**config.mk**
```make
export PLATFORM = sky130hd
export DESIGN_NAME = cam_table_engine_flat
export DESIGN_NICKNAME = d
export VERILOG_FILES = /design/src/rtl/cam_table_pkg.sv /design/src/rtl/cam_table_if.sv /design/src/rtl/cam_table_ram.sv /design/src/rtl/cam_table_engine.sv /design/src/flat_wrapper.sv
export SDC_FILE = /design/constraint.sdc
export NUM_CORES = 1
export LEC_CHECK = 0
export BUFFER_PORTS_ARGS = -buffer_cell sky130_fd_sc_hd__buf_2
export CAP_MARGIN = 20
export CORE_ASPECT_RATIO = 1.2
export CORE_MARGIN = 4
export CORE_UTILIZATION = 25
export DETAILED_ROUTE_END_ITERATION = 6
export GPL_ROUTABILITY_DRIVEN = 0
export PLACE_DENSITY_LB_ADDON = 0.05
export SLEW_MARGIN = 10
export SYNTH_ARGS = -nofsm -noshare
export SYNTH_HDL_FRONTEND = slang
export SYNTH_SLANG_ARGS = --single-unit
```
**constraint.sdc**
```tcl
create_clock -name clk -period 7.4 [get_ports clk]
set_clock_uncertainty 0.05 [all_clocks]
set_input_delay 0.74 -clock clk [delete_from_list [all_inputs] [get_ports clk]]
set_output_delay 0.74 -clock clk [all_outputs]
set_load 0.1 [all_outputs]
```
**src/rtl/cam_table_pkg.sv**
```systemverilog
// Shared definitions for the CAM table engine.
// Holds the default geometry, the FSM state encoding and the learn-target
// classification used when a learn scan finishes.
package cam_table_pkg;

  localparam int DEF_KEY_WIDTH  = 48;
  localparam int DEF_PORT_WIDTH = 4;
  localparam int DEF_DEPTH      = 16;

  typedef enum logic [1:0] {
    IDLE,
    SCAN,
    WRITE,
    RESPOND
  } state_t;

  // What a learn does to its target entry once the scan has picked it.
  typedef enum logic [1:0] {
    TGT_UPDATE,  // key already present: overwrite its port
    TGT_FREE,    // lowest free slot: entry_count grows
    TGT_EVICT    // table full: replace at the round-robin pointer
  } tgt_kind_t;

endpackage

```
**src/rtl/cam_table_if.sv**
```systemverilog
// Request/response bundle of the CAM table engine.
//   master : requester side (drives lookup/learn requests and flush)
//   slave  : engine side (drives readies, lookup result and entry_count)
// Signals:
//   lookup_valid/lookup_ready/lookup_key       lookup request handshake
//   learn_valid/learn_ready/learn_key/port     learn request handshake
//   flush                                      clear every entry
//   result_valid/result_hit/result_port        one-cycle lookup completion
//   entry_count                                number of valid entries
interface cam_table_if
  import cam_table_pkg::*;
#(
  parameter int KEY_WIDTH  = DEF_KEY_WIDTH,
  parameter int PORT_WIDTH = DEF_PORT_WIDTH,
  parameter int DEPTH      = DEF_DEPTH
);
  localparam int ADDR_WIDTH = $clog2(DEPTH);

  logic                  lookup_valid;
  logic                  lookup_ready;
  logic [KEY_WIDTH-1:0]  lookup_key;
  logic                  learn_valid;
  logic                  learn_ready;
  logic [KEY_WIDTH-1:0]  learn_key;
  logic [PORT_WIDTH-1:0] learn_port;
  logic                  flush;
  logic                  result_valid;
  logic                  result_hit;
  logic [PORT_WIDTH-1:0] result_port;
  logic [ADDR_WIDTH:0]   entry_count;

  modport master (
    output lookup_valid, lookup_key, learn_valid, learn_key, learn_port, flush,
    input  lookup_ready, learn_ready, result_valid, result_hit, result_port,
           entry_count
  );

  modport slave (
    input  lookup_valid, lookup_key, learn_valid, learn_key, learn_port, flush,
    output lookup_ready, learn_ready, result_valid, result_hit, result_port,
           entry_count
  );

endinterface

```
**src/rtl/cam_table_ram.sv**
```systemverilog
// Simple two-port RAM (one write port, one read port) with a registered
// read, written so synthesis maps it to block RAM. Contents are never reset.
//   clk      : clock
//   we       : write enable
//   wr_addr  : write address
//   wr_data  : write data
//   rd_addr  : read address (data appears one cycle later)
//   rd_data  : registered read data
module cam_table_ram #(
  parameter int DATA_WIDTH = 52,
  parameter int DEPTH      = 16,
  parameter int ADDR_WIDTH = $clog2(DEPTH)
) (
  input  logic                  clk,
  input  logic                  we,
  input  logic [ADDR_WIDTH-1:0] wr_addr,
  input  logic [DATA_WIDTH-1:0] wr_data,
  input  logic [ADDR_WIDTH-1:0] rd_addr,
  output logic [DATA_WIDTH-1:0] rd_data
);

  logic [DATA_WIDTH-1:0] mem [DEPTH];

  always_ff @(posedge clk) begin
    if (we) mem[wr_addr] <= wr_data;
    rd_data <= mem[rd_addr];
  end

endmodule

```
**src/rtl/cam_table_engine.sv**
```systemverilog
// Sequential-scan CAM for MAC learning: lookups return the port stored for a
// key, learns insert or update an entry. Each request scans the table one
// entry per cycle through a registered-read RAM; the per-entry valid bits
// live in flops so flush/reset can clear the table in one cycle.
//   clk : clock
//   rst : asynchronous active-high reset
//   bus : cam_table_if slave (request handshakes, flush, result, entry_count)
module cam_table_engine
  import cam_table_pkg::*;
#(
  parameter int KEY_WIDTH  = DEF_KEY_WIDTH,
  parameter int PORT_WIDTH = DEF_PORT_WIDTH,
  parameter int DEPTH      = DEF_DEPTH
) (
  input logic        clk,
  input logic        rst,
  cam_table_if.slave bus
);

  localparam int ADDR_WIDTH = $clog2(DEPTH);
  localparam int DATA_WIDTH = KEY_WIDTH + PORT_WIDTH;
  localparam logic [ADDR_WIDTH-1:0] LAST = ADDR_WIDTH'(DEPTH - 1);
  localparam logic [ADDR_WIDTH:0]   FULL = (ADDR_WIDTH + 1)'(DEPTH);

  state_t                state;
  logic                  op_learn;
  logic [KEY_WIDTH-1:0]  key_q;
  logic [PORT_WIDTH-1:0] port_q;
  logic [ADDR_WIDTH-1:0] rd_idx;
  logic                  rd_done;
  logic                  cmp_vld;
  logic [ADDR_WIDTH-1:0] cmp_idx;
  logic                  free_found;
  logic [ADDR_WIDTH-1:0] free_idx;
  logic [ADDR_WIDTH-1:0] tgt_idx;
  tgt_kind_t             tgt_kind;
  logic [ADDR_WIDTH-1:0] repl_ptr;
  logic [DEPTH-1:0]      valid;
  logic [ADDR_WIDTH:0]   count;
  logic [DATA_WIDTH-1:0] rd_data;

  logic                  idle_ok;
  logic                  learn_acc;
  logic                  lookup_acc;
  logic                  cmp_hit;
  logic                  cur_free;
  logic                  scan_end;
  logic [KEY_WIDTH-1:0]  rd_key;
  logic [PORT_WIDTH-1:0] rd_port;

  // Readies are combinational so learn can win over lookup in the same cycle.
  assign idle_ok         = (state == IDLE) && !bus.flush && !rst;
  assign bus.learn_ready  = idle_ok;
  assign bus.lookup_ready = idle_ok && !bus.learn_valid;
  assign learn_acc        = bus.learn_valid && bus.learn_ready;
  assign lookup_acc       = bus.lookup_valid && bus.lookup_ready;
  assign bus.entry_count  = count;

  assign rd_key  = rd_data[DATA_WIDTH-1:PORT_WIDTH];
  assign rd_port = rd_data[PORT_WIDTH-1:0];

  // rd_data holds entry cmp_idx this cycle; valid bits gate stale RAM data.
  assign cmp_hit  = cmp_vld && valid[cmp_idx] && (rd_key == key_q);
  assign cur_free = cmp_vld && !valid[cmp_idx];
  assign scan_end = cmp_vld && (cmp_idx == LAST);

  cam_table_ram #(
    .DATA_WIDTH(DATA_WIDTH),
    .DEPTH     (DEPTH),
    .ADDR_WIDTH(ADDR_WIDTH)
  ) u_ram (
    .clk    (clk),
    .we     ((state == WRITE) && !bus.flush),
    .wr_addr(tgt_idx),
    .wr_data({key_q, port_q}),
    .rd_addr(rd_idx),
    .rd_data(rd_data)
  );

  always_ff @(posedge clk or posedge rst) begin
    if (rst) begin
      state            <= IDLE;
      op_learn         <= 1'b0;
      key_q            <= '0;
      port_q           <= '0;
      rd_idx           <= '0;
      rd_done          <= 1'b0;
      cmp_vld          <= 1'b0;
      cmp_idx          <= '0;
      free_found       <= 1'b0;
      free_idx         <= '0;
      tgt_idx          <= '0;
      tgt_kind         <= TGT_UPDATE;
      repl_ptr         <= '0;
      valid            <= '0;
      count            <= '0;
      bus.result_valid <= 1'b0;
      bus.result_hit   <= 1'b0;
      bus.result_port  <= '0;
    end else begin
      bus.result_valid <= 1'b0;
      if (bus.flush) begin
        // Flush wins in every state and aborts whatever is in flight.
        state      <= IDLE;
        valid      <= '0;
        count      <= '0;
        repl_ptr   <= '0;
        cmp_vld    <= 1'b0;
        rd_done    <= 1'b0;
        free_found <= 1'b0;
      end else begin
        case (state)
          IDLE: begin
            if (learn_acc || lookup_acc) begin
              op_learn   <= learn_acc;
              key_q      <= learn_acc ? bus.learn_key : bus.lookup_key;
              port_q     <= learn_acc ? bus.learn_port : '0;
              state      <= SCAN;
              rd_idx     <= '0;
              rd_done    <= 1'b0;
              cmp_vld    <= 1'b0;
              free_found <= 1'b0;
            end
          end
          SCAN: begin
            if (cmp_hit || scan_end) begin
              cmp_vld <= 1'b0;
              if (op_learn) begin
                state <= WRITE;
                if (cmp_hit) begin
                  tgt_idx  <= cmp_idx;
                  tgt_kind <= TGT_UPDATE;
                end else if (free_found) begin
                  tgt_idx  <= free_idx;
                  tgt_kind <= TGT_FREE;
                end else if (cur_free) begin
                  // Only the last entry was free; it was not yet recorded.
                  tgt_idx  <= cmp_idx;
                  tgt_kind <= TGT_FREE;
                end else begin
                  tgt_idx  <= repl_ptr;
                  tgt_kind <= TGT_EVICT;
                end
              end else begin
                state           <= RESPOND;
                bus.result_hit  <= cmp_hit;
                bus.result_port <= cmp_hit ? rd_port : '0;
              end
            end else begin
              if (cur_free && !free_found) begin
                free_found <= 1'b1;
                free_idx   <= cmp_idx;
              end
              // Read issued now is compared next cycle.
              cmp_vld <= !rd_done;
              cmp_idx <= rd_idx;
              if (rd_idx == LAST) rd_done <= 1'b1;
              else                rd_idx  <= rd_idx + ADDR_WIDTH'(1);
            end
          end
          WRITE: begin
            valid[tgt_idx] <= 1'b1;
            if (tgt_kind == TGT_FREE && count != FULL)
              count <= count + (ADDR_WIDTH + 1)'(1);
            // Power-of-two depth: natural wrap from DEPTH-1 to 0.
            if (tgt_kind == TGT_EVICT)
              repl_ptr <= repl_ptr + ADDR_WIDTH'(1);
            state <= IDLE;
          end
          RESPOND: begin
            bus.result_valid <= 1'b1;
            state            <= IDLE;
          end
          default: state <= IDLE;
        endcase
      end
    end
  end

endmodule

```
**src/flat_wrapper.sv**
```systemverilog
// flat-port wrapper written by rule: the top's interface ports become plain ports
module cam_table_engine_flat import cam_table_pkg::*;
#(
  parameter int KEY_WIDTH  = DEF_KEY_WIDTH,
  parameter int PORT_WIDTH = DEF_PORT_WIDTH,
  parameter int DEPTH      = DEF_DEPTH
)
  (clk, rst, bus_lookup_valid, bus_lookup_key, bus_learn_valid, bus_learn_key, bus_learn_port, bus_flush, bus_lookup_ready, bus_learn_ready, bus_result_valid, bus_result_hit, bus_result_port, bus_entry_count);
  cam_table_if #(.KEY_WIDTH(KEY_WIDTH), .PORT_WIDTH(PORT_WIDTH), .DEPTH(DEPTH)) bus_i ();
  input logic clk;
  input logic rst;
  input wire logic [$bits(bus_i.lookup_valid)-1:0] bus_lookup_valid;
  input wire logic [$bits(bus_i.lookup_key)-1:0] bus_lookup_key;
  input wire logic [$bits(bus_i.learn_valid)-1:0] bus_learn_valid;
  input wire logic [$bits(bus_i.learn_key)-1:0] bus_learn_key;
  input wire logic [$bits(bus_i.learn_port)-1:0] bus_learn_port;
  input wire logic [$bits(bus_i.flush)-1:0] bus_flush;
  output wire logic [$bits(bus_i.lookup_ready)-1:0] bus_lookup_ready;
  output wire logic [$bits(bus_i.learn_ready)-1:0] bus_learn_ready;
  output wire logic [$bits(bus_i.result_valid)-1:0] bus_result_valid;
  output wire logic [$bits(bus_i.result_hit)-1:0] bus_result_hit;
  output wire logic [$bits(bus_i.result_port)-1:0] bus_result_port;
  output wire logic [$bits(bus_i.entry_count)-1:0] bus_entry_count;
  assign bus_i.lookup_valid = bus_lookup_valid;
  assign bus_i.lookup_key = bus_lookup_key;
  assign bus_i.learn_valid = bus_learn_valid;
  assign bus_i.learn_key = bus_learn_key;
  assign bus_i.learn_port = bus_learn_port;
  assign bus_i.flush = bus_flush;
  assign bus_lookup_ready = bus_i.lookup_ready;
  assign bus_learn_ready = bus_i.learn_ready;
  assign bus_result_valid = bus_i.result_valid;
  assign bus_result_hit = bus_i.result_hit;
  assign bus_result_port = bus_i.result_port;
  assign bus_entry_count = bus_i.entry_count;
  cam_table_engine #(.KEY_WIDTH(KEY_WIDTH), .PORT_WIDTH(PORT_WIDTH), .DEPTH(DEPTH)) u_core (.clk(clk), .rst(rst), .bus(bus_i));
endmodule
```
# After elaboration in Yosys (flattened, before gate mapping)
# Memories as Yosys holds them, arrays and structs flattened. A register that Yosys moved wholly into a read port is not among the register bits.
# Cells that the tools add are included.
# op_classes
addsub	3
magnitude_cmp	3
n_eq_ne	17
muxes	46
bitwise	4
n_reduce_logical	40
# op_table
cell	count
$eq 48x48->1	1
$mux 48	1
$mux 4	11
$mux 16	2
$reduce_and 4->1	5
$mux 1	16
$or 16x16->16	1
$mux 5	3
$logic_and 1x1->1	13
$mux 2	6
$lt 4x5->1 const B	2
$ne 3x2->1 const B	3
$add 4x1->4 const B	2
$eq 4x4->1 const B	2
$pmux 4 s2	1
$reduce_and 2->1	4
$reduce_bool 2->1	4
$eq 2x2->1 const B	3
$logic_not 1->1	6
$ne 2x2->1 const B	3
$ne 3x3->1 const B	2
$pmux 1 s2	3
$pmux 2 s3	1
$reduce_and 3->1	2
other kinds (12)	16
# totals
reg_bits	107
ramBits	832
input_bits	105
out_inout_bits	13
wordCells	132
memories	1
# memory_table
name	depth	width	read_ports	rd_clocked_by_memory_dff	write_ports	line_no	rtl
u_core.u_ram.mem	16	52	1	1	1	cam_table_ram.sv:22	logic [DATA_WIDTH-1:0] mem [DEPTH];

# Longest topological paths before layout
# Gate-level depths: netlist of run 1.
# logic_depth
depth_word	9
depth_mapped	10
ltp_nobuf	7

# By module
# From an unflattened synthesis of run 1, not the netlist that was laid out.
# hier_totals
cells_unflattened	1933
hier_area_um2	38014.0
# by_module_without_submodules
mod	instances	cells_per_inst	area_each_um2	seq_area_each_um2
cam_table_ram	1	1344	32217.1	26025.0
cam_table_engine	1	589	5796.8	2677.6

# Worst setup path before layout of run 1
# Ideal clock, no wire load.
# synth_path
path_kind	input-to-output
from	input port bus_flush
to	output port bus_lookup_ready
arrival_ns	5.439
required_ns	6.610
slack_ns	1.171
cell_stages	2
n_path_buf	0
cell_sequence	nor4_1 nor2b_1
# synth_between
elab_chain_len	4
# synth_lines
element	line_no	rtl
start: declaration	flat_wrapper.sv:17	input wire logic [$bits(bus_i.flush)-1:0] bus_flush;
$logic_not 1->1	cam_table_engine.sv:52	assign idle_ok = (state == IDLE) && !bus.flush && !rst;
$logic_and 1x1->1 (2 in series)	cam_table_engine.sv:52	
$logic_and 1x1->1	cam_table_engine.sv:54	assign bus.lookup_ready = idle_ok && !bus.learn_valid;
end: declaration	flat_wrapper.sv:18	output wire logic [$bits(bus_i.lookup_ready)-1:0] bus_lookup_ready;
# No other way between the ends.

# Worst setup path in the final report of run 1
# layout_path
from	register u_core.state[0]
to	register u_core.rd_idx[0]
# layout_between
elab_chain_len	8
# layout_lines
element	line_no	rtl
start: declaration	cam_table_engine.sv:25	state_t state;
start signal: assignment	cam_table_engine.sv:82	state <= IDLE;
start signal: assignment	cam_table_engine.sv:104	state <= IDLE;
start signal: assignment	cam_table_engine.sv:118	state <= SCAN;
$logic_not 2->1	cam_table_engine.sv:52, cam_table_engine.sv:112	
$logic_and 1x1->1 (2 in series)	cam_table_engine.sv:52	
$logic_and 1x1->1	cam_table_engine.sv:54	
$logic_and 1x1->1	cam_table_engine.sv:56	assign lookup_acc = bus.lookup_valid && bus.lookup_ready;
$logic_or 1x1->1	cam_table_engine.sv:114	if (learn_acc || lookup_acc) begin
$ne 2x2->1 (no source line)	--	
$reduce_and 5->1 (no source line)	--	
end signal: assignment	cam_table_engine.sv:158	else rd_idx <= rd_idx + ADDR_WIDTH'(1);
end: declaration	cam_table_engine.sv:29	logic [ADDR_WIDTH-1:0] rd_idx;
# Several ways; a longest one is shown, not always the timed one.
# A chain may end at the register's enable or synchronous reset.

==> flow_summary.ini, run 1 <==
[drt]
wire_per_inst_um = 27.9
drc = 0
first_pass_iters = 5
ant_nets = 0
via_per_inst = 4.53
highest_layer = met4
num_vias = 18554
dr_wl_met3_mm = 4.21
drt_iter0_markers = 1320
wl_met2_mm = 56.5
finalWirelength_mm = 114
drt-met1-wl_mm = 51.2

[synth]
synth_area_per_cell_um2 = 20.8
yosysSeqAreaShare_pct = 75.5
synth_warnings = 0
synth_enable_flop_cells = 832
synth_top_cell_by_area = edfxtp_1
netlist_area_mm2 = 0.0380
async_reset_ff_share_pct = 10.8
synthTopCellsByArea = edfxtp_1 (66%), mux4_2 (16%), dfrtp_1 (7.0%)
syn-num-nets = 1941
synth_top_area_share_pct = 65.7
synth-seq-cells = 991
ys_types = 56
synthCells = 1832
synthFlopType = edfxtp_1

[floorplanning]
die_w_um = 364
num_io_pins = 118
die-area_mm2 = 0.158
start_util_pct = 25.2
num_rows = 156
die_h_um = 435
fp.coreArea_mm2 = 0.151

[global_route]
grt_max_degree = 81
first_global_vias = 20269
grt_overflow = 0
antenna_found_initial = 2
grt_first_pass_wirelength_mm = 162
grtUsageTotal_pct = 14.5

[clocking]
cts.repair.resized = 0
root_buffer = clkbuf_16
max-clock-path-buffers = 3
postCtsSetupBuffers = 0
cts_hold_buf = 0
htree_levels = 3
cts_made_buffers = 110
path_clk_slew_ns = 0.06
cts_tree = built
clk_latency_ns = 0.71
cts_sinks = 991

[power]
p_int_mw = 10.4
power_leakage_nw = 14.3
power_density_mw_per_mm2 = 310
combPwrFrac_pct = 11.0
switchingPower_mw = 3.56
p_clk_share_pct = 40.0
p_seq_share_pct = 49.0
p_sw_share_pct = 25.4
ir_worst_vdd_uv = 200

[timing]
whs_ns = 0.184
period_share_pct = 50.7
final-setup-viol-count = 0
grt_setup_unrepaired = false
worstMarginPinSlew_ns = 1.06
period_needed_ns = 3.75
slew_viol_final = 0
final.setup.tns_ns = 0
hold_viol = 0
relSlewSlack_pct = 29.2
max_freq_mhz = 267

[critical_path]
crit_required_ns = 7.96
cp_max_fo = 78
path_class = register to register
regToRegSetupSlack_ns = 3.65
startpoint = u_core.state[0]
endpoint_kind = register
r2r_start = u_core.state[0]
cp.arrival_ns = 4.31
worst_setup_path_start_kind = register
reg2regPathDepth = 8
reg2reg_to = u_core.rd_idx[0]
endpoint = u_core.rd_idx[0]

[status]
status = finished, final reports clean

[place]
hpwl_mm = 63.1
dpl_cell_area_mm2 = 0.0414
io_buffers = 117

[worst_hold_path]
worstHoldPathType = primary input to register

[layout]
fin_area_mm2 = 0.0451
nets = 2131
syn_to_final_growth_pct = 18.7
drive_above_1_share_pct = 30.3

[flow_run]
cap_viol_max_count = 0
-- sequential cells by signal, summed over array words and instances (netlist names), 2 cells and up --
register                flops
u_core.bus.result_port      4
u_core.key_q               48
u_core.rd_idx               4
u_core.free_idx             4
u_core.repl_ptr             4
u_core.cmp_idx              4
u_core.tgt_kind             2
u_core.port_q               4
u_core.bus.entry_count      5
u_core.valid               16
u_core.state                2
u_core.u_ram.rd_data       52
u_core.tgt_idx              4
u_core.u_ram.mem          832
-- cells by family (layout without fill, tap and decap cells) --
family          count (synthesis)  count (layout)  share of synthesized area, %
compound gates                120             120                          1.96
xor+xnor                       42              42                         0.967
fa+ha+maj                       4               4                         0.132
buf+inv                       134             420                          1.37
flops                         991             991                          75.5
mux                           317             317                          17.1
other cells                     0               3                             0
simple gates                  224             224                          3.03
-- layout by cell type (no fill, tap or decap), types with 11 or more instances in the layout --
master,synthesis,routed
buf_2,4,117
nand4_1,21,21
xor2_1,16,16
clkbuf_8,0,12
clkbuf_1,67,26
o21ai_0,51,51
clkbuf_16,0,112
dfrtp_1,107,103
nor2_4,0,16
edfxtp_1,832,832
o22ai_1,17,17
clkinv_2,0,23
nand2_1,75,75
mux4_2,265,265
dfxtp_1,52,52
nand3_1,11,11
a21oi_1,11,11
nand2b_1,29,29
inv_1,38,37
bufinv_16,0,12
nor4_1,11,11
xnor2_1,26,26
mux2i_1,44,44
buf_4,0,45
nor2_1,41,25
-- power groups by stage --
stage / Combinational [mW] / Sequential, mW / Clock (mW)
after floorplan: 0.929 / 6.81 / 0
after global placement: 1.58 / 6.99 / 0
after detailed placement: 1.60 / 6.99 / 0
after CTS: 1.60 / 6.88 / 5.83
after global routing: 1.67 / 6.91 / 6.06
final: 1.54 / 6.86 / 5.61
-- routing by layer --
layer	GRT usage, %	vias up
met3	2.23	128
met2	24.3	376
met1	19.6	10161
met5	0	-
li1	-	7889
met4	3.88	0
-- synthesized netlist by cell type, types with 26 or more instances --
cell,number
clkbuf_1,67
dfrtp_1,107
dfxtp_1,52
edfxtp_1,832
inv_1,38
mux2i_1,44
mux4_2,265
nand2_1,75
nand2b_1,29
nor2_1,41
o21ai_0,51
xnor2_1,26
-- critical path: stages, from the launching register on --
cell and delay, ns:
dfrtp_1 0.54, nor4_1 0.70, and2_4 0.51, buf_4 0.84, o31ai_1 0.21, a21o_1 0.26, nor2_1 0.21, nand3_1 0.10
o221ai_1 0.20
-- worst min-delay path by stage --
stage / startpoint / end / slack (ns) / cells after the start
floorplan: u_core.u_ram.rd_data[0] / u_core.bus.result_port[0] / 0.37 / 1
global placement: u_core.u_ram.rd_data[3] / u_core.bus.result_port[3] / 0.39 / 1
detailed placement: u_core.u_ram.rd_data[3] / u_core.bus.result_port[3] / 0.39 / 1
CTS: bus_learn_key[17] / u_core.key_q[17] / 0.09 / 3
global route: bus_learn_key[17] / u_core.key_q[17] / 0.15 / 3
finish: bus_learn_key[17] / u_core.key_q[17] / 0.18 / 3
-- layout make-up --
| type | instances | area (um2) |
|---|---|---|
| Multi-Input combinational cell | 707 | 8940 |
| Sequential cell | 991 | 28700 |
| Clock buffer | 150 | 3070 |
| Fill cell | 14684 | 106000 |
| Clock inverter | 58 | 644 |
| Timing Repair Buffer | 173 | 1140 |
| Antenna cell | 3 | 7.51 |
| Tap cell | 1975 | 2470 |
| Inverter | 39 | 151 |
-- per-stage QoR --
step | setup WS, ns | cells | total power, mW | utilization (%)
floorplan | 1.17 | 1832 | 7.74 | -
global placement | 3.01 | 3880 | 8.57 | 27.4
detailed placement | 2.97 | 3885 | 8.59 | 27.5
CTS | 3.57 | 4093 | 14.3 | 29.9
global route | 3.27 | 4094 | 14.6 | 29.9
finish | 3.65 | 4096 | 14.0 | 29.9
No activity file was read; power rests on OpenSTA's default activity.
==> run 2, diff against run 1 <==
==> constraint.sdc (replaced) <==
create_clock -name clk -period 3.56 [get_ports clk]
set_clock_uncertainty 0.05 [all_clocks]
set_input_delay 0.356 -clock clk [delete_from_list [all_inputs] [get_ports clk]]
set_output_delay 0.356 -clock clk [all_outputs]
set_load 0.1 [all_outputs]
==> flow_summary.ini, run 2 (synthesis gave the netlist of run 1 again) <==
[timing]
worstMarginPinSlew_ns = 0.963
final-setup-viol-count = 0
max_freq_mhz = 314
grt_setup_unrepaired = false
slew_viol_final = 0
period_share_pct = 89.5
relSlewSlack_pct = 35.1
period_needed_ns = 3.18
hold_viol = 0
fin_ws_ns = 0.376

[drt]
first_pass_iters = 5
drt-met1-wl_mm = 54.9
finalWirelength_mm = 123
highest_layer = met4
drt_iter0_markers = 1372
wl_met2_mm = 61.7
wire_per_inst_um = 28.9
via_per_inst = 4.52
ant_nets = 0
drc = 0
dr_wl_met3_mm = 3.88
num_vias = 19249

[floorplanning]
num_rows = 156
start_util_pct = 25.2
die_h_um = 435
die-area_mm2 = 0.158
num_io_pins = 118
fp.coreArea_mm2 = 0.151
die_w_um = 364

[global_route]
grt_first_pass_wirelength_mm = 171
grt_max_degree = 56
grt_overflow = 0
first_global_vias = 21035
antenna_found_initial = 3
grtUsageTotal_pct = 15.5

[layout]
drive_above_1_share_pct = 31.2
fillers = 14578
layout_common_cells = edfxtp_1 (832), mux4_2 (265), buf_2 (117), clkbuf_16 (113), dfrtp_1 (103)
fin_area_mm2 = 0.0470
top_regs = u_core.u_ram.mem x832, u_core.u_ram.rd_data x52, u_core.key_q x48
final_common_cell = edfxtp_1
nets = 2298
multi_input_area_mm2 = 0.00896
ff_latch_area_mm2 = 0.0287
syn_to_final_growth_pct = 23.4
regMostFlops = u_core.u_ram.mem
largest_reg_flops = 832

[power]
power_density_mw_per_mm2 = 625
power_leakage_nw = 15.2
ir_worst_vdd_uv = 345

[critical_path]
worst_setup_path_start_kind = register
critPathSlowestCell = nor4_4
endpoint_kind = register
cp_max_fo = 32
worstPathCellList = nor4_4 -> and2_4 -> buf_12 -> nor2_1 -> a21oi_1 -> o21ai_0 -> dlygate4sd3_1 -> buf_4
path_class = register to register
crit_required_ns = 4.10
max_stage_delay_ns = 0.64
cp.arrival_ns = 3.73

[place]
pre_cts_slack_ns = 0.0106
dpl_cell_area_mm2 = 0.0425
io_buffers = 117
hpwl_mm = 71.2

[clocking]
clk_latency_ns = 0.71
cts_made_buffers = 111
root_buffer = clkbuf_16
htree_levels = 3
postCtsSetupBuffers = 0
cts_tree = built
max-clock-path-buffers = 3
cts_sinks = 991
path_clk_slew_ns = 0.06

[flow_run]
cap_viol_max_count = 0

[status]
status = finished, final reports clean

[worst_hold_path]
worstHoldPathType = primary input to register
## run 2: changes by cell type in the layout (fill, tap and decap cells not counted), moves of 8 or more
cell           change
dlygate4sd3_1     +81
buf_4             +51
buf_12            +42
clkinv_2          -10
clkbuf_1           +8
clkinv_1           +8
## run 2: critical path: cells and delay by family (launching register included)
family	cells	cell delay, ns
AOI/OAI and AO/OA	2	0.23
buffers and inverters	3	0.98
DFF	1	0.59
and+or+nand+nor	3	1.17
## run 2: per-layer routing
metal / global-route usage, % / up-vias
met5: 0 / -
met4: 4.39 / 0
li1: - / 8216
met2: 26.3 / 388
met1: 20.9 / 10517
met3: 2.03 / 128
## run 2: cell type report
cell class	count	area share (%)
well taps	1975	5.26
multi-input cells	707	19.1
flip-flops and latches	991	61.2
diodes	2	0.0107
inverters	39	0.322
clock inverters	45	0.997
repair buffers	339	6.43
clock buffers	162	6.73
## run 2: final timing paths
path                                          from  depth (start not counted)                         to  slack [ns]
setup / recovery                   u_core.state[1]                          8           u_core.key_q[46]        0.38
hold / removal                  bus_lookup_key[16]                          3           u_core.key_q[16]        0.06
setup reg to reg                   u_core.state[1]                          8           u_core.key_q[46]        0.38
hold reg to reg            u_core.u_ram.rd_data[0]                          1  u_core.bus.result_port[0]        0.41
max in group asynchronous                      rst                          4           u_core.key_q[33]        2.29
min in group asynchronous                      rst                          3  u_core.bus.entry_count[2]        0.25
## run 2: repair_timing
item,in CTS,in global routing
endpoints found under the setup margin,1,5
endpoints found under the hold margin,102,0
hold buffers,81,0
gates resized for setup,1,1
## run 2: per-stage QoR
stage	total power [mW]	std cells	hold WS, ns	utilization [%]	TNS (ns)
after detailed placement	18.2	3970	0.405	28.2	0
after global placement	18.1	3970	0.388	28.2	0
after CTS	30.0	4258	0.00474	31.1	0
after floorplan	16.1	1832	0.367	-	-187.52
final	29.3	4260	0.0643	31.1	0
after global routing	30.7	4259	0.0284	31.1	0
## run 2: power by group
group	leakage (nW)	internal (mW)	total [mW]	switching, mW
Sequential	9.33	13.5	14.1	0.669
Combinational	4.05	1.72	3.80	2.08
Clock	1.77	6.77	11.4	4.65
Total	15.2	22.0	29.3	7.40
